### src/rtl/pipe_ctrl.sv
// pipe_ctrl: ID-stage decoder and ID/EX control register for a 5-stage
// RV32I(M) pipeline. Handles load-use interlock, multi-cycle MDU occupancy
// of EX, branch flush and illegal-instruction marking.
module pipe_ctrl #(
   parameter int MDU_EN   = 1,
   parameter int MDU_LAT  = 4,
   parameter int LU_STALL = 1
) (
   input  logic        clk,
   input  logic        rstn,
   input  logic [31:0] id_instr,
   input  logic        id_valid,
   input  logic        ex_flush,
   output logic        id_stall,
   output logic        mdu_busy,
   output logic        ex_valid,
   output logic        ex_RegWrite,
   output logic        ex_MemWrite,
   output logic        ex_MemRead,
   output logic        ex_ALUSrc,
   output logic [5:0]  ex_EXTOp,
   output logic [4:0]  ex_ALUOp,
   output logic [2:0]  ex_NPCOp,
   output logic [1:0]  ex_WDSel,
   output logic [2:0]  ex_DMType,
   output logic [4:0]  ex_rd,
   output logic [4:0]  ex_rs1,
   output logic [4:0]  ex_rs2,
   output logic        ex_mdu,
   output logic [2:0]  ex_mduop,
   output logic        ex_illegal
);

   // Everything that travels from ID into the EX stage register
   typedef struct packed {
      logic       valid;
      logic       regWrite;
      logic       memWrite;
      logic       memRead;
      logic       aluSrc;
      logic [5:0] extOp;
      logic [4:0] aluOp;
      logic [2:0] npcOp;
      logic [1:0] wdSel;
      logic [2:0] dmType;
      logic [4:0] rd;
      logic [4:0] rs1;
      logic [4:0] rs2;
      logic       mdu;
      logic [2:0] mduOp;
      logic       illegal;
   } exCtrl_t;

   localparam logic [3:0] LatInit = 4'(MDU_LAT - 1);

   localparam logic [5:0] ExtShamt = 6'b100000;
   localparam logic [5:0] ExtI     = 6'b010000;
   localparam logic [5:0] ExtS     = 6'b001000;
   localparam logic [5:0] ExtB     = 6'b000100;
   localparam logic [5:0] ExtU     = 6'b000010;
   localparam logic [5:0] ExtJ     = 6'b000001;

   localparam logic [4:0] AluLui   = 5'b00001;
   localparam logic [4:0] AluAuipc = 5'b00010;
   localparam logic [4:0] AluAdd   = 5'b00011;
   localparam logic [4:0] AluSub   = 5'b00100;
   localparam logic [4:0] AluBne   = 5'b00101;
   localparam logic [4:0] AluBlt   = 5'b00110;
   localparam logic [4:0] AluBge   = 5'b00111;
   localparam logic [4:0] AluBltu  = 5'b01000;
   localparam logic [4:0] AluBgeu  = 5'b01001;
   localparam logic [4:0] AluSlt   = 5'b01010;
   localparam logic [4:0] AluSltu  = 5'b01011;
   localparam logic [4:0] AluXor   = 5'b01100;
   localparam logic [4:0] AluOr    = 5'b01101;
   localparam logic [4:0] AluAnd   = 5'b01110;
   localparam logic [4:0] AluSll   = 5'b01111;
   localparam logic [4:0] AluSrl   = 5'b10000;
   localparam logic [4:0] AluSra   = 5'b10001;

   logic [6:0] w_opcode;
   logic [2:0] w_funct3;
   logic [6:0] w_funct7;
   exCtrl_t    w_dec;
   logic       w_rs1Used;
   logic       w_rs2Used;
   logic       w_hasRd;
   logic       w_illegal;
   logic       w_mduBusy;
   logic       w_loadUse;

   exCtrl_t    r_ex;
   logic [3:0] r_mduCnt;

   assign w_opcode = id_instr[6:0];
   assign w_funct3 = id_instr[14:12];
   assign w_funct7 = id_instr[31:25];

   // Combinational decode of the ID instruction into EX control fields
   always_comb begin
      w_dec     = '0;
      w_rs1Used = 1'b0;
      w_rs2Used = 1'b0;
      w_hasRd   = 1'b0;
      w_illegal = 1'b0;
      case (w_opcode)
         7'b0110011: begin
            w_hasRd   = 1'b1;
            w_rs1Used = 1'b1;
            w_rs2Used = 1'b1;
            if (w_funct7 == 7'b0000001) begin
               if (MDU_EN != 0) begin
                  w_dec.mdu   = 1'b1;
                  w_dec.mduOp = w_funct3;
               end else begin
                  w_illegal = 1'b1;
               end
            end else if (w_funct7 == 7'b0000000) begin
               case (w_funct3)
                  3'b000:  w_dec.aluOp = AluAdd;
                  3'b001:  w_dec.aluOp = AluSll;
                  3'b010:  w_dec.aluOp = AluSlt;
                  3'b011:  w_dec.aluOp = AluSltu;
                  3'b100:  w_dec.aluOp = AluXor;
                  3'b101:  w_dec.aluOp = AluSrl;
                  3'b110:  w_dec.aluOp = AluOr;
                  default: w_dec.aluOp = AluAnd;
               endcase
            end else if (w_funct7 == 7'b0100000 && w_funct3 == 3'b000) begin
               w_dec.aluOp = AluSub;
            end else if (w_funct7 == 7'b0100000 && w_funct3 == 3'b101) begin
               w_dec.aluOp = AluSra;
            end else begin
               w_illegal = 1'b1;
            end
         end
         7'b0010011: begin
            w_hasRd      = 1'b1;
            w_rs1Used    = 1'b1;
            w_dec.aluSrc = 1'b1;
            w_dec.extOp  = ExtI;
            case (w_funct3)
               3'b000: w_dec.aluOp = AluAdd;
               3'b010: w_dec.aluOp = AluSlt;
               3'b011: w_dec.aluOp = AluSltu;
               3'b100: w_dec.aluOp = AluXor;
               3'b110: w_dec.aluOp = AluOr;
               3'b111: w_dec.aluOp = AluAnd;
               3'b001: begin
                  w_dec.extOp = ExtShamt;
                  w_dec.aluOp = AluSll;
                  w_illegal   = (w_funct7 != 7'b0000000);
               end
               default: begin
                  w_dec.extOp = ExtShamt;
                  if (w_funct7 == 7'b0000000)
                     w_dec.aluOp = AluSrl;
                  else if (w_funct7 == 7'b0100000)
                     w_dec.aluOp = AluSra;
                  else
                     w_illegal = 1'b1;
               end
            endcase
         end
         7'b0000011: begin
            w_hasRd       = 1'b1;
            w_rs1Used     = 1'b1;
            w_dec.aluSrc  = 1'b1;
            w_dec.extOp   = ExtI;
            w_dec.aluOp   = AluAdd;
            w_dec.memRead = 1'b1;
            w_dec.wdSel   = 2'b01;
            case (w_funct3)
               3'b000:  w_dec.dmType = 3'b011;
               3'b001:  w_dec.dmType = 3'b001;
               3'b010:  w_dec.dmType = 3'b000;
               3'b100:  w_dec.dmType = 3'b100;
               3'b101:  w_dec.dmType = 3'b010;
               default: w_illegal    = 1'b1;
            endcase
         end
         7'b0100011: begin
            w_rs1Used      = 1'b1;
            w_rs2Used      = 1'b1;
            w_dec.aluSrc   = 1'b1;
            w_dec.extOp    = ExtS;
            w_dec.aluOp    = AluAdd;
            w_dec.memWrite = 1'b1;
            case (w_funct3)
               3'b000:  w_dec.dmType = 3'b011;
               3'b001:  w_dec.dmType = 3'b001;
               3'b010:  w_dec.dmType = 3'b000;
               default: w_illegal    = 1'b1;
            endcase
         end
         7'b1100011: begin
            w_rs1Used   = 1'b1;
            w_rs2Used   = 1'b1;
            w_dec.extOp = ExtB;
            w_dec.npcOp = 3'b001;
            case (w_funct3)
               3'b000:  w_dec.aluOp = AluSub;
               3'b001:  w_dec.aluOp = AluBne;
               3'b100:  w_dec.aluOp = AluBlt;
               3'b101:  w_dec.aluOp = AluBge;
               3'b110:  w_dec.aluOp = AluBltu;
               3'b111:  w_dec.aluOp = AluBgeu;
               default: w_illegal   = 1'b1;
            endcase
         end
         7'b1101111: begin
            w_hasRd     = 1'b1;
            w_dec.extOp = ExtJ;
            w_dec.aluOp = AluAdd;
            w_dec.npcOp = 3'b010;
            w_dec.wdSel = 2'b10;
         end
         7'b1100111: begin
            w_hasRd      = 1'b1;
            w_rs1Used    = 1'b1;
            w_dec.aluSrc = 1'b1;
            w_dec.extOp  = ExtI;
            w_dec.aluOp  = AluAdd;
            w_dec.npcOp  = 3'b100;
            w_dec.wdSel  = 2'b10;
            w_illegal    = (w_funct3 != 3'b000);
         end
         7'b0110111: begin
            w_hasRd      = 1'b1;
            w_dec.aluSrc = 1'b1;
            w_dec.extOp  = ExtU;
            w_dec.aluOp  = AluLui;
         end
         7'b0010111: begin
            w_hasRd      = 1'b1;
            w_dec.aluSrc = 1'b1;
            w_dec.extOp  = ExtU;
            w_dec.aluOp  = AluAuipc;
         end
         default: w_illegal = 1'b1;
      endcase

      if (w_illegal) begin
         w_dec         = '0;
         w_rs1Used     = 1'b0;
         w_rs2Used     = 1'b0;
         w_hasRd       = 1'b0;
         w_dec.illegal = 1'b1;
      end

      w_dec.valid    = 1'b1;
      w_dec.rd       = w_hasRd ? id_instr[11:7] : 5'd0;
      w_dec.regWrite = w_hasRd && (id_instr[11:7] != 5'd0);
      w_dec.rs1      = w_rs1Used ? id_instr[19:15] : 5'd0;
      w_dec.rs2      = w_rs2Used ? id_instr[24:20] : 5'd0;
   end

   assign w_mduBusy = (r_mduCnt != 4'd0);

   assign w_loadUse = (LU_STALL != 0) && r_ex.valid && r_ex.memRead &&
                      (r_ex.rd != 5'd0) &&
                      ((w_rs1Used && (r_ex.rd == id_instr[19:15])) ||
                       (w_rs2Used && (r_ex.rd == id_instr[24:20])));

   assign id_stall = !ex_flush && (w_mduBusy || w_loadUse);
   assign mdu_busy = w_mduBusy;

   // EX register and MDU occupancy counter: flush, then MDU hold, then bubbles, then capture
   always_ff @(posedge clk or negedge rstn) begin
      if (!rstn) begin
         r_ex     <= '0;
         r_mduCnt <= 4'd0;
      end else if (ex_flush) begin
         r_ex     <= '0;
         r_mduCnt <= 4'd0;
      end else if (w_mduBusy) begin
         r_mduCnt <= r_mduCnt - 4'd1;
      end else if (w_loadUse || !id_valid) begin
         r_ex     <= '0;
         r_mduCnt <= 4'd0;
      end else begin
         r_ex     <= w_dec;
         r_mduCnt <= w_dec.mdu ? LatInit : 4'd0;
      end
   end

   assign ex_valid    = r_ex.valid;
   assign ex_RegWrite = r_ex.regWrite;
   assign ex_MemWrite = r_ex.memWrite;
   assign ex_MemRead  = r_ex.memRead;
   assign ex_ALUSrc   = r_ex.aluSrc;
   assign ex_EXTOp    = r_ex.extOp;
   assign ex_ALUOp    = r_ex.aluOp;
   assign ex_NPCOp    = r_ex.npcOp;
   assign ex_WDSel    = r_ex.wdSel;
   assign ex_DMType   = r_ex.dmType;
   assign ex_rd       = r_ex.rd;
   assign ex_rs1      = r_ex.rs1;
   assign ex_rs2      = r_ex.rs2;
   assign ex_mdu      = r_ex.mdu;
   assign ex_mduop    = r_ex.mduOp;
   assign ex_illegal  = r_ex.illegal;

endmodule

### config.mk
export PLATFORM = sky130hd
export DESIGN_NAME = pipe_ctrl
export DESIGN_NICKNAME = d
export VERILOG_FILES = /design/src/rtl/pipe_ctrl.sv
export SDC_FILE = /design/constraint.sdc
export NUM_CORES = 1
export LEC_CHECK = 0
export BUFFER_PORTS_ARGS = -buffer_cell sky130_fd_sc_hd__buf_2
export CAP_MARGIN = 25
export CELL_PAD_IN_SITES_DETAIL_PLACEMENT = 1
export CELL_PAD_IN_SITES_GLOBAL_PLACEMENT = 2
export CORE_ASPECT_RATIO = 0.7
export CORE_MARGIN = 2
export CORE_UTILIZATION = 30
export DETAILED_ROUTE_END_ITERATION = 12
export HOLD_SLACK_MARGIN = 0.15
export PLACE_DENSITY = 0.82
export SYNTH_ARGS = -nofsm -noshare
export SYNTH_HDL_FRONTEND = slang
export SYNTH_SLANG_ARGS = --single-unit
### constraint.sdc
create_clock -name clk -period 4.3 [get_ports clk]
set_clock_uncertainty 0.2 [all_clocks]
set_input_delay 1.075 -clock clk [delete_from_list [all_inputs] [get_ports clk]]
set_output_delay 1.075 -clock clk [all_outputs]
set_load 0.05 [all_outputs]
Word level (Yosys, flattened, before mapping). Index checks and enable logic that the tools add are counted.

Output and inout port bits: 46. Flip-flop bits (word level): 48. Logic and storage cells: 123. Input bits: 36.

Reduce and logical (&&, ||, !) cells: 34. Mux-type cells: 50. Eq/ne operators: 21. $add $sub $neg: 1.

Operators by type and width (number): $mux 44 (3); $pmux 5 s7 (2); $mux 5 (9); $mux 42 (1); $pmux 6 s6 (1); $pmux 5 s6 (1); $eq 7x6->1 const B (4); $pmux 4 s6 (1); $reduce_or 6->1 (4); $eq 7x7->1 const B (3); $mux 1 (18); $mux 4 (4); $eq 7x5->1 const B (2); $eq 3x3->1 const B (4); $pmux 3 s4 (1); $eq 5x5->1 (2); $reduce_bool 5->1 (2); $logic_and 1x1->1 (9); $pmux 3 s3 (1); $reduce_or 3->1 (3); $pmux 2 s2 (2); $eq 7x1->1 const B (1); $eq 7x2->1 const B (1); $logic_not 7->1 (1); other kinds (19) (26).

Logic depth before layout (Yosys ltp). Gate-level depths: netlist of the first run.

Depth after elaboration: 15. Gate-level depth with buffers: 10. Depth with buffers taken out: 7.

Least setup slack after synthesis of the first run. OpenSTA, ideal clock, no wires.

Path kind: input port to output port. Start point: input id_instr[3]. End point: output id_stall. Data arrival time: 2744 ps. Slack: 281 ps. Required time: 3025 ps. Path buffers: 1. Stages: 7. Cell sequence: buf_6 > and4bb_2 > nand3_1 > or4_1 > and2_1 > nor2_1 > o21ba_2.

Cells in the longest elaborated chain, start to end: 9. Elaborated cells on any way between the ends: 23. Classes of those cells: eq/ne (9); mux (5); reduce/logical (9).

Ends and longest elaborated chain: from (decl) (RTL line 11) `input logic [31:0] id_instr,`; $eq 7x5->1, or another cell as far along (RTL line 106) `case (w_opcode)`; $reduce_or 3->1 (no line) or $reduce_or 6->1 (tied branches); $pmux 1 s7 or $mux 1 (tied branches) (RTL line 106); $mux 1 (RTL line 243) `if (w_illegal) begin`; $logic_and 1x1->1, on equally long branches (RTL line 262, 263); $logic_or 1x1->1 * (RTL line 262) `((w_rs1Used && (r_ex.rd == id_instr[19:15])) ||`; $logic_and 1x1->1 * (RTL line 261) `(r_ex.rd != 5'd0) &&`; $logic_or 1x1->1 * (RTL line 265) `assign id_stall = !ex_flush && (w_mduBusy || w_loadUse);`; $logic_and 1x1->1 * (RTL line 265); to (decl) (RTL line 14) `output logic id_stall,`.

Mark *: on every way between the ends. The rest lies on a longest branch, timed or not.

Worst setup path in the final report of the first run. Ends and elaborated chain as after synthesis.

==> results of run 1 <==
==> cells by family (layout without fill, tap and decap cells) <==
family	Yosys count	count (layout)	synth area share (%)
DFF	47	47	43.52
xor gates and xnor gates	13	13	4.213
AOI/OAI and AO/OA	85	85	23.47
muxes	1	1	0.4166
and+or+nand+nor	118	118	23.10
adders and majority gates	2	2	0.9258
buffers and inverters	23	108	4.351
==> power breakdown <==
group          switching, mW  total, mW  internal, mW
Sequential            0.0194      0.487         0.467
Clock                  0.173      0.405         0.233
Combinational          0.294      0.415         0.121
==> critical path: cells and delay by family <==
| kind | cells | cell delay (ps) |
|---|---|---|
| simple gates | 5 | 1380 |
| compound gates | 1 | 140 |
| buf+inv | 2 | 310 |
==> per-stage QoR <==
step | cells | util (%) | area [um^2] | hold WS (ps) | setup WS, ps
after floorplan | 289 | - | 2703 | 258.5 | 280.7
after global placement | 485 | 37.97 | 3259 | 244.8 | 39.69
after detailed placement | 486 | 38.21 | 3279 | 269.7 | 18.84
after CTS | 494 | 40.04 | 3437 | 285.3 | 51.46
after global routing | 494 | 40.07 | 3440 | 306.1 | 47.25
final | 494 | 40.07 | 3440 | 276.8 | 119.1
==> timing repair <==
action,in CTS,in global routing
cloned,0,0
hold buffers,0,0
setup endpoints to repair,1,1
gates resized for setup,1,1
hold endpoints to repair,0,0
==> path summary, 6_finish.rpt <==
path	depth (start not counted)	startpoint	slack, ps	endpoint
max in group asynchronous	2	rstn	2890	ex_mduop[2]
hold reg to reg	2	ex_NPCOp[1]	280	ex_NPCOp[1]
setup / recovery	8	id_instr[3]	120	id_stall
min in group asynchronous	1	rstn	510	ex_EXTOp[0]
hold / removal	2	ex_NPCOp[1]	280	ex_NPCOp[1]
setup reg to reg	8	r_mduCnt[0]	1480	ex_NPCOp[0]
==> layer usage <==
layer  wire, um  vias up  part of all wire (%)
li1           -     1215                     -
met1       4450     1242                    51
met4          0        0                     0
met2       3692       77                    43
met5          0        -                     0
met3        542        0                   6.2
==> flip-flops by register name, indices dropped and copies added (netlist names), 3 cells and up <==
register / flops
ex_ALUOp: 5
ex_DMType: 3
ex_EXTOp: 6
ex_NPCOp: 3
ex_mduop: 3
ex_rd: 5
ex_rs1: 5
ex_rs2: 5
r_mduCnt: 4
==> Yosys cell counts (all sizes together), types with 3 or more instances <==
cell type / count
nand2b: 6
a22o: 14
nor3: 10
and3b: 3
clkbuf: 12
nand3: 5
o211ai: 3
dfrtp: 47
or4: 3
a32o: 4
nor2: 19
a21oi: 12
nand2: 49
inv: 5
buf: 6
o21ai: 32
xnor2: 8
xor2: 5
nor2b: 6
nand3b: 4
a2111oi: 3
==> cells in the final DEF (no fill, tap or decap), types with 8 or more instances in the layout <==
master   instances
o21ai_1         12
nor3_1           9
nand2_1         49
a22o_1          14
xnor2_1          8
buf_2           80
nor2_1          17
buf_4           14
dfrtp_1         47
o21ai_0         20
a21oi_1         12
==> layout make-up <==
type,count,share of cell area (%)
multi-input cells,219,41.11
well taps,120,4.365
flip-flops and latches,47,34.19
clock inverters,2,0.4729
repair buffers,95,15.28
clock buffers,6,4.038
inverters,5,0.5457
==> flow_summary_export.csv, run 1 <==
group,metric,value,unit
logic_synthesis,synth-edff-count,0,
pwr,power,1.307,mW
floorplanning,start_util,31.49,%
logic_synthesis,yosys.area.top_type,"dfrtp_1",
logic_synthesis,synth_cell_type_count,53,
cells_and_area,multi_input_area,0.001414,mm^2
floorplanning,fp.dieH,83.41,um
cts,numCtsBuffers,5,
cts,clock-sinks,47,
global_route,antenna_found_initial,0,
logic_synthesis,synth_nets,327,
timing,fin_setup_tns,0,ps
pwr,p_leak,1.613,nW
job,drv_cap,0,
worst_setup_path,worstSetupPathType,"input port to output pin",
logic_synthesis,yosysSeqAreaShare,43.52,%
outcome,status,"complete, no violations",
cells_and_area,final_nets,411,
cts,cts_setup_buffers,0,
cts,clock_path_buffers,2,
global_route,grt-ovfl-total,0,
timing,setup_violations,0,
worst_setup_path,required,3020,ps
worst_setup_path,cpPeakStageDelay,560,ps
logic_synthesis,yosys_most_used_dff,"dfrtp_1",
route,drcViolationCount,0,
logic_synthesis,synth_area_leaders,"dfrtp_1 44%, nand2_1 6.8%, a22o_1 4.5%",
cts,cts_tree,"built",
logic_synthesis,synth.ff_latch_count,47,
global_route,busiest_layer,"met1",
global_route,met2_usage,26.42,%
route,ant_nets,0,
floorplanning,core,0.008583,mm^2
worst_setup_path,crit_chain,"buf_2, and4bb_2, nand3_1, or4_1, and2_1, nor2_2, o21ba_2, buf_4",
timing,layout_worst_path_cycle_share,97.23,%
worst_setup_path,cp_max_fo,5,
global_route,grt_first_pass_wirelength,13960,um
global_route,track_usage,17.77,%
logic_synthesis,syn_inst,289,
cells_and_area,syn_to_final_growth,27.27,%
timing,max_freq,0.2392,GHz
floorplanning,ios,82,
route,via_per_inst,5.130,
floorplanning,die_area,0.009796,mm^2
route,wl,8685,um
placed_design,port_buffers,81,
cells_and_area,drive_gt1_share,32.09,%
floorplanning,rows,28,
logic_synthesis,async_reset_ff_share,100.0,%
timing,maxSlewHeadroom,56.54,%
timing,finalCriticalPeriod,4181,ps
route,via_count,2534,
cells_and_area,regArea,0.001176,mm^2
timing,finalMaxSlewViolations,0,
route,wire_per_inst,17.58,um
pwr,ir_drop,0.1922,mV
global_route,grt_max_degree,44,
pwr,power_density,380.1,mW/mm^2
floorplanning,die_x,117.4,um
global_route,grt_pass1_vias,2595,
route,drt_iter0_drc,124,
logic_synthesis,mappedNetlistArea,0.002703,mm^2
cts,cts-root-buf,"clkbuf_16",
cells_and_area,num_antenna_cells,0,
cts,insertion_delay,280,ps
global_route,grt_util_met1,27.13,%
timing,hold_viol,0,
cells_and_area,fillers,1043,
global_route,grtUsageMet3,4.121,%
timing,rsz0062_at_grt,"false",
timing,worst_slew_pin_slew,647.0,ps
placed_design,place_congestion,0.8635,
worst_setup_path,crit_path_top_delay_cell,"or4_1",
cts,htreeDepth,2,
route,firstDrtPassIters,4,
logic_synthesis,synth_top_area_share,43.52,%
logic_synthesis,synth.avg_cell_area,9.352,um^2
worst_setup_path,end_kind,"output pin",
worst_setup_path,critPathArrivalTime,2910,ps
worst_setup_path,critPathLaunchType,"input port",
placed_design,place_hpwl,6785,um
logic_synthesis,ys_warn_count,0,
hold_path,hp-class,"flop to flop",
cts,path_clk_slew,70,ps
Note: power is estimated with default switching activity, not from simulation.
==> run 2, diff against run 1 <==
--- a/config.mk
+++ b/config.mk
@@ -5,16 +5,17 @@
 export SDC_FILE = /design/constraint.sdc
 export NUM_CORES = 1
 export LEC_CHECK = 0
+export ABC_AREA = 1
 export BUFFER_PORTS_ARGS = -buffer_cell sky130_fd_sc_hd__buf_2
 export CAP_MARGIN = 25
 export CELL_PAD_IN_SITES_DETAIL_PLACEMENT = 1
 export CELL_PAD_IN_SITES_GLOBAL_PLACEMENT = 2
 export CORE_ASPECT_RATIO = 0.7
 export CORE_MARGIN = 2
-export CORE_UTILIZATION = 30
+export CORE_UTILIZATION = 29
 export DETAILED_ROUTE_END_ITERATION = 12
 export HOLD_SLACK_MARGIN = 0.15
-export PLACE_DENSITY = 0.82
+export PLACE_DENSITY = 0.84
 export SYNTH_ARGS = -nofsm -noshare
 export SYNTH_HDL_FRONTEND = slang
 export SYNTH_SLANG_ARGS = --single-unit
==> run 2 against run 1 <==
Clock power is essentially flat. First-iteration DRC count shrank 10%. Clock-buffer cell count shrank 1. Register-to-register slack gained 580 ps. Power shrank 5.0%. Utilization shrank 3.0 points. Cell count grew 23%. Sequential share of layout area shrank 1.4 points.
==> flow_summary_export.csv, run 2 <==
group,metric,value,unit
outcome,status,"complete, no violations",
cts,cts-root-buf,"clkbuf_16",
worst_setup_path,r2r-end,"ex_EXTOp[2]",
global_route,grt_max_degree,30,
job,drv_cap,0,
floorplanning,core,0.009684,mm^2
timing,setup_violations,0,
cts,numCtsBuffers,5,
pwr,p_int,0.7663,mW
floorplanning,die_x,123.2,um
hold_path,holdPathEnd,"ex_rs2[0]",
timing,layout_worst_path_cycle_share,94.00,%
hold_path,min-delay-start,"ex_rs2[0]",
logic_synthesis,synth_top_family_by_area,"simple AND/OR/NAND/NOR gates",
cells_and_area,layout_commonest_cell,"nand2_1",
cells_and_area,largest_reg_flops,6,
worst_setup_path,worstSetupPathType,"input port to output pin",
cts,path_clk_slew,80,ps
timing,finalCriticalPeriod,4042,ps
global_route,antenna_found_initial,0,
route,ant_nets,0,
cts,insertion_delay,300,ps
cells_and_area,final_nets,515,
pwr,sequentialPowerShare,38.7,%
logic_synthesis,yosysMostFrequentCell,"nand2_1",
logic_synthesis,synth-compound-area-share,12.49,%
logic_synthesis,synth_top_area_share,40.76,%
pwr,switchingPower,0.4751,mW
timing,max_freq,0.2474,GHz
hold_path,hp-class,"flop to flop",
logic_synthesis,synth-edff-count,0,
floorplanning,ios,82,
cts,cts_setup_buffers,0,
floorplanning,rows,30,
logic_synthesis,yosysSeqAreaShare,40.76,%
worst_setup_path,timing.rr.start,"r_mduCnt[0]",
worst_setup_path,critPathLaunchType,"input port",
route,wl,9063,um
worst_setup_path,cp_max_fo,8,
floorplanning,start_util,29.79,%
cts,cts_tree,"built",
global_route,track_usage,17.75,%
floorplanning,fp.dieH,87.46,um
logic_synthesis,synth-xor-area-share,1.518,%
logic_synthesis,synth_nets,429,
global_route,grt-ovfl-total,0,
logic_synthesis,ys_warn_count,0,
route,drcViolationCount,0,
placed_design,pre_cts_ws,211.3,ps
cells_and_area,fillers,1246,
route,wire_per_inst,14.96,um
logic_synthesis,yosys_most_used_dff,"dfrtp_1",
cells_and_area,drive_gt1_share,26.36,%
worst_setup_path,end_kind,"output pin",
logic_synthesis,async_reset_ff_share,100.0,%
cts,cts_hold_buf,0,
logic_synthesis,synth.avg_cell_area,7.379,um^2
hold_path,whs_path_depth,2,
logic_synthesis,synthMuxAreaShare,0,%
pwr,power,1.241,mW
logic_synthesis,synth-simple-area-share,33.48,%
cells_and_area,syn_to_final_growth,24.37,%
cells_and_area,num_antenna_cells,0,
timing,fin_setup_tns,0,ps
logic_synthesis,yosys.area.top_type,"dfrtp_1",
cells_and_area,fin_util,37.05,%
logic_synthesis,syn_inst,391,
cts,htreeDepth,2,
route,via_count,2787,
timing,worst_slew_pin_slew,772.0,ps
timing,hold_viol,0,
timing,maxSlewHeadroom,48.48,%
logic_synthesis,synth_area_leaders,"dfrtp_1 41%, nand2_1 11%, inv_1 8.2%",
timing,timing.hold.ws,276.3,ps
worst_setup_path,reg2reg_slack,2060,ps
placed_design,place_hpwl,6976,um
pwr,ir_drop,0.1414,mV
placed_design,port_buffers,81,
pwr,p_leak,1.966,nW
pwr,p_comb_share,28.5,%
timing,setup_ws,258.0,ps
global_route,grt_first_pass_wirelength,14580,um
logic_synthesis,synth.ff_latch_count,47,
logic_synthesis,mappedNetlistArea,0.002885,mm^2
pwr,power_frac_clock,32.8,%
logic_synthesis,synthTopCellsByCount,"85 x nand2_1, 63 x inv_1, 61 x nor2_1",
worst_setup_path,required,3020,ps
pwr,swShare,38.27,%
placed_design,place_congestion,0.8455,
pwr,power_density,345.9,mW/mm^2
floorplanning,die_area,0.01078,mm^2
route,drt_iter0_drc,111,
route,via_per_inst,4.599,
logic_synthesis,synth_cell_type_count,38,
cts,clock-sinks,47,
global_route,grt_pass1_vias,2857,
timing,rsz0062_at_grt,"false",
worst_setup_path,critPathArrivalTime,2770,ps
cells_and_area,layout_common_cells,"85 x nand2_1, 80 x buf_2, 63 x inv_1, 61 x nor2_1, 47 x dfrtp_1",
route,firstDrtPassIters,4,
worst_setup_path,r2r.worst_path.cells,9,
timing,finalMaxSlewViolations,0,
cts,clock_path_buffers,2,
logic_synthesis,synth_adder_area_share,0.8673,%
[run 2: cell types whose count changed after synthesis, moves of 7 or more]
cell,change
nand3_1,+23
nand2_1,+36
clkbuf_1,-8
o21bai_2,+7
o21bai_1,+12
nor2_1,+42
inv_1,+58
nand4_1,+8
o21ai_1,-12
a22o_1,-14
o21ai_0,-13
[run 2: how the worst max path moves through the flow]
| stage | startpoint | to | slack (ps) |
|---|---|---|---|
| finish | id_instr[3] | id_stall | 260 |
| CTS | id_instr[3] | id_stall | 200 |
| global placement | id_instr[3] | id_stall | 280 |
| global route | id_instr[3] | id_stall | 5 |
| detailed placement | id_instr[3] | id_stall | 210 |
| floorplan | id_instr[28] | id_stall | 210 |
[run 2: power groups by stage]
stage                     Clock [mW]  Combinational (mW)  Sequential [mW]
after global placement             0               0.350            0.488
final                          0.407               0.354            0.480
after floorplan                    0               0.204            0.520
after global routing           0.438               0.390            0.483
after detailed placement           0               0.357            0.489
after CTS                      0.418               0.358            0.480
[run 2: cell families (layout without fill, tap and decap cells)]
| group | count (synthesis) | after routing |
|---|---|---|
| DFF | 47 | 47 |
| AOI/OAI and AO/OA | 48 | 48 |
| adders and majority gates | 2 | 2 |
| buffers and inverters | 76 | 163 |
| and+or+nand+nor | 213 | 213 |
| xor gates and xnor gates | 5 | 5 |
[run 2: through the flow]
step	std cells	area, um^2
6_report	606	3588
3_5_place_dp	598	3442
2_1_floorplan	391	2885
5_1_grt	606	3588
3_3_place_gp	598	3442
4_1_cts	606	3586
[run 2: cell type report]
type	instances	area (um^2)	share of cell area [%]
Multi-Input combinational cell	268	1395	38.88
Sequential cell	47	1176	32.78
Timing Repair Buffer	88	460.4	12.83
Inverter	67	252.7	7.043
Tap cell	128	160.2	4.463
Clock buffer	5	125.1	3.487
Clock inverter	3	18.77	0.5230
[run 2: worst max-delay path, stage by stage]
cell,delay (ps)
buf_2,110
inv_2,70
nand2_1,60
nor2_2,150
buf_4,200
nand2_2,110
nand3_1,110
nor2_1,70
nor2_4,130
nand4_1,110
nand2_2,140
nand2_4,90
o21ai_1,130
buf_4,220
[run 2: repair_timing]
| item | in CTS | in global routing |
|---|---|---|
| setup endpoints to repair | 0 | 1 |
| gates resized for setup | 0 | 2 |
| hold endpoints to repair | 0 | 0 |
[run 2: metal layers]
layer  track usage [%]  up-vias  wire (um)
li1                  -     1409          -
met1             26.68     1306       4797
met2             25.42       63       3718
met3             3.796        9        442
met4             4.752        0        106
met5                 0        -          0
==> run 3, diff against run 2 <==
--- a/config.mk
+++ b/config.mk
@@ -15,7 +15,7 @@
 export CORE_UTILIZATION = 29
 export DETAILED_ROUTE_END_ITERATION = 12
 export HOLD_SLACK_MARGIN = 0.15
-export PLACE_DENSITY = 0.84
+export PLACE_DENSITY = 0.9
 export SYNTH_ARGS = -nofsm -noshare
 export SYNTH_HDL_FRONTEND = slang
 export SYNTH_SLANG_ARGS = --single-unit
==> run 3 against run 2 <==
Routed wire length decreased by 2.2%. Cell count shrank 0.17%. Worst hold slack worse by 1.5 ps. Non-clock buffer count decreased by 1. Sequential share of layout area fell by 0.068 points. Register-to-register slack worse by 30 ps. Sequential power about the same. Maximum frequency is 1.1% lower. Final area grew 0.21%. Via count is 0.79% higher. Utilization up 0.077 points. Largest cell class unchanged. Highest routed layer unchanged.
==> flow_summary_export.csv, run 3 (synthesis results as in run 2) <==
group,metric,value,unit
worst_setup_path,end_kind,"output pin",
cts,cts_setup_buffers,0,
worst_setup_path,cp_max_fo,6,
cts,cts_resized,0,
hold_path,whs_path_depth,2,
cts,cts_tree,"built",
timing,max_freq,0.2446,GHz
global_route,grt_pass1_vias,2869,
global_route,track_usage,17.35,%
global_route,grt_first_pass_wirelength,14550,um
pwr,p_leak,1.958,nW
cells_and_area,num_antenna_cells,0,
timing,hold_viol,0,
route,wire_per_inst,14.65,um
route,wl,8863,um
route,via_per_inst,4.643,
global_route,grt_max_degree,31,
pwr,power,1.227,mW
route,drcViolationCount,0,
floorplanning,die_x,123.2,um
pwr,ir_drop,0.1467,mV
timing,setup_ws,212.0,ps
cts,cts_hold_buf,0,
hold_path,holdPathEnd,"ex_rs2[4]",
timing,finalMaxSlewViolations,0,
worst_setup_path,critPathArrivalTime,2810,ps
cts,clock_path_buffers,2,
placed_design,dp_cells,597,
job,drv_cap,0,
cts,numCtsBuffers,5,
floorplanning,core,0.009684,mm^2
floorplanning,start_util,29.79,%
cells_and_area,layout_common_cells,"85 x nand2_1, 80 x buf_2, 63 x inv_1, 61 x nor2_1, 47 x dfrtp_1",
floorplanning,fp.dieH,87.46,um
global_route,antenna_found_initial,0,
worst_setup_path,worstSetupPathType,"input port to output pin",
cts,insertion_delay,290,ps
worst_setup_path,r2r-end,"ex_EXTOp[2]",
worst_setup_path,reg2reg_slack,2030,ps
route,via_count,2809,
worst_setup_path,r2r.worst_path.cells,9,
placed_design,port_buffers,81,
timing,maxSlewHeadroom,50.33,%
cts,clock-sinks,47,
worst_setup_path,timing.rr.start,"r_mduCnt[0]",
global_route,grt-ovfl-total,0,
timing,setup_violations,0,
cells_and_area,drive_gt1_share,26.21,%
cts,path_clk_slew,70,ps
hold_path,hp-class,"flop to flop",
placed_design,place_congestion,0.8644,
outcome,status,"complete, no violations",
route,ant_nets,0,
worst_setup_path,worstSetupStartpoint,"id_instr[13]",
cells_and_area,final_nets,514,
timing,layout_worst_path_cycle_share,95.07,%
floorplanning,die_area,0.01078,mm^2
floorplanning,ios,82,
cts,htreeDepth,2,
cells_and_area,instances_no_fill,605,
hold_path,min-delay-start,"ex_rs2[4]",
timing,finalCriticalPeriod,4088,ps
worst_setup_path,required,3020,ps
timing,rsz0062_at_grt,"false",
placed_design,pre_cts_ws,178.0,ps
route,drt_iter0_drc,113,
cells_and_area,layout_commonest_cell,"nand2_1",
worst_setup_path,critPathLaunchType,"input port",
cts,cts-root-buf,"clkbuf_16",
route,firstDrtPassIters,4,
placed_design,place_hpwl,6980,um
pwr,power_density,341.3,mW/mm^2
cells_and_area,syn_to_final_growth,24.63,%
timing,fin_setup_tns,0,ps
floorplanning,rows,30,
timing,worst_slew_pin_slew,744.3,ps
cells_and_area,largest_reg_flops,6,
## run 3: worst max path at each step
stage / to / cells after the start
2_1_floorplan: id_stall / 9
3_3_place_gp: id_stall / 14
3_5_place_dp: id_stall / 11
4_1_cts: id_stall / 11
5_1_grt: id_stall / 14
6_report: id_stall / 11
## run 3: critical path: stages
cell and delay, ps:
buf_2 140, inv_1 150, nand2_1 130, nor2_1 300, a21oi_1 160, nand2_2 130
nand4_1 110, nand2_2 140, nand2_4 90, o21ai_1 140, buf_4 220
## run 3: where the power goes
| group | switching (mW) | internal (mW) | total, mW |
|---|---|---|---|
| logic | 0.268 | 0.0868 | 0.355 |
| clock network | 0.176 | 0.215 | 0.392 |
| registers | 0.0162 | 0.465 | 0.481 |
## run 3: layout make-up
type / instances / area, um^2
Sequential cell: 47 / 1176
Clock inverter: 2 / 12.51
Clock buffer: 6 / 128.9
Multi-Input combinational cell: 268 / 1400
Timing Repair Buffer: 87 / 465.4
Tap cell: 128 / 160.2
Inverter: 67 / 252.7
Fill cell: 1253 / 6088
## run 3: stage by stage
step / util, % / instance area, um^2 / hold WS [ps]
2_1_floorplan: - / 2885 / 264.8
3_3_place_gp: 35.39 / 3427 / 260.1
3_5_place_dp: 35.59 / 3447 / 263.2
4_1_cts: 37.05 / 3588 / 283.5
5_1_grt: 37.13 / 3596 / 305.3
6_report: 37.13 / 3596 / 274.9
## run 3: routing by layer
layer / up-vias / part of all wire, % / track usage, %
li1: 1404 / - / -
met1: 1343 / 52 / 26.08
met2: 56 / 43 / 26.02
met3: 6 / 4.3 / 2.683
met4: 0 / 0.86 / 3.926
met5: - / 0 / 0
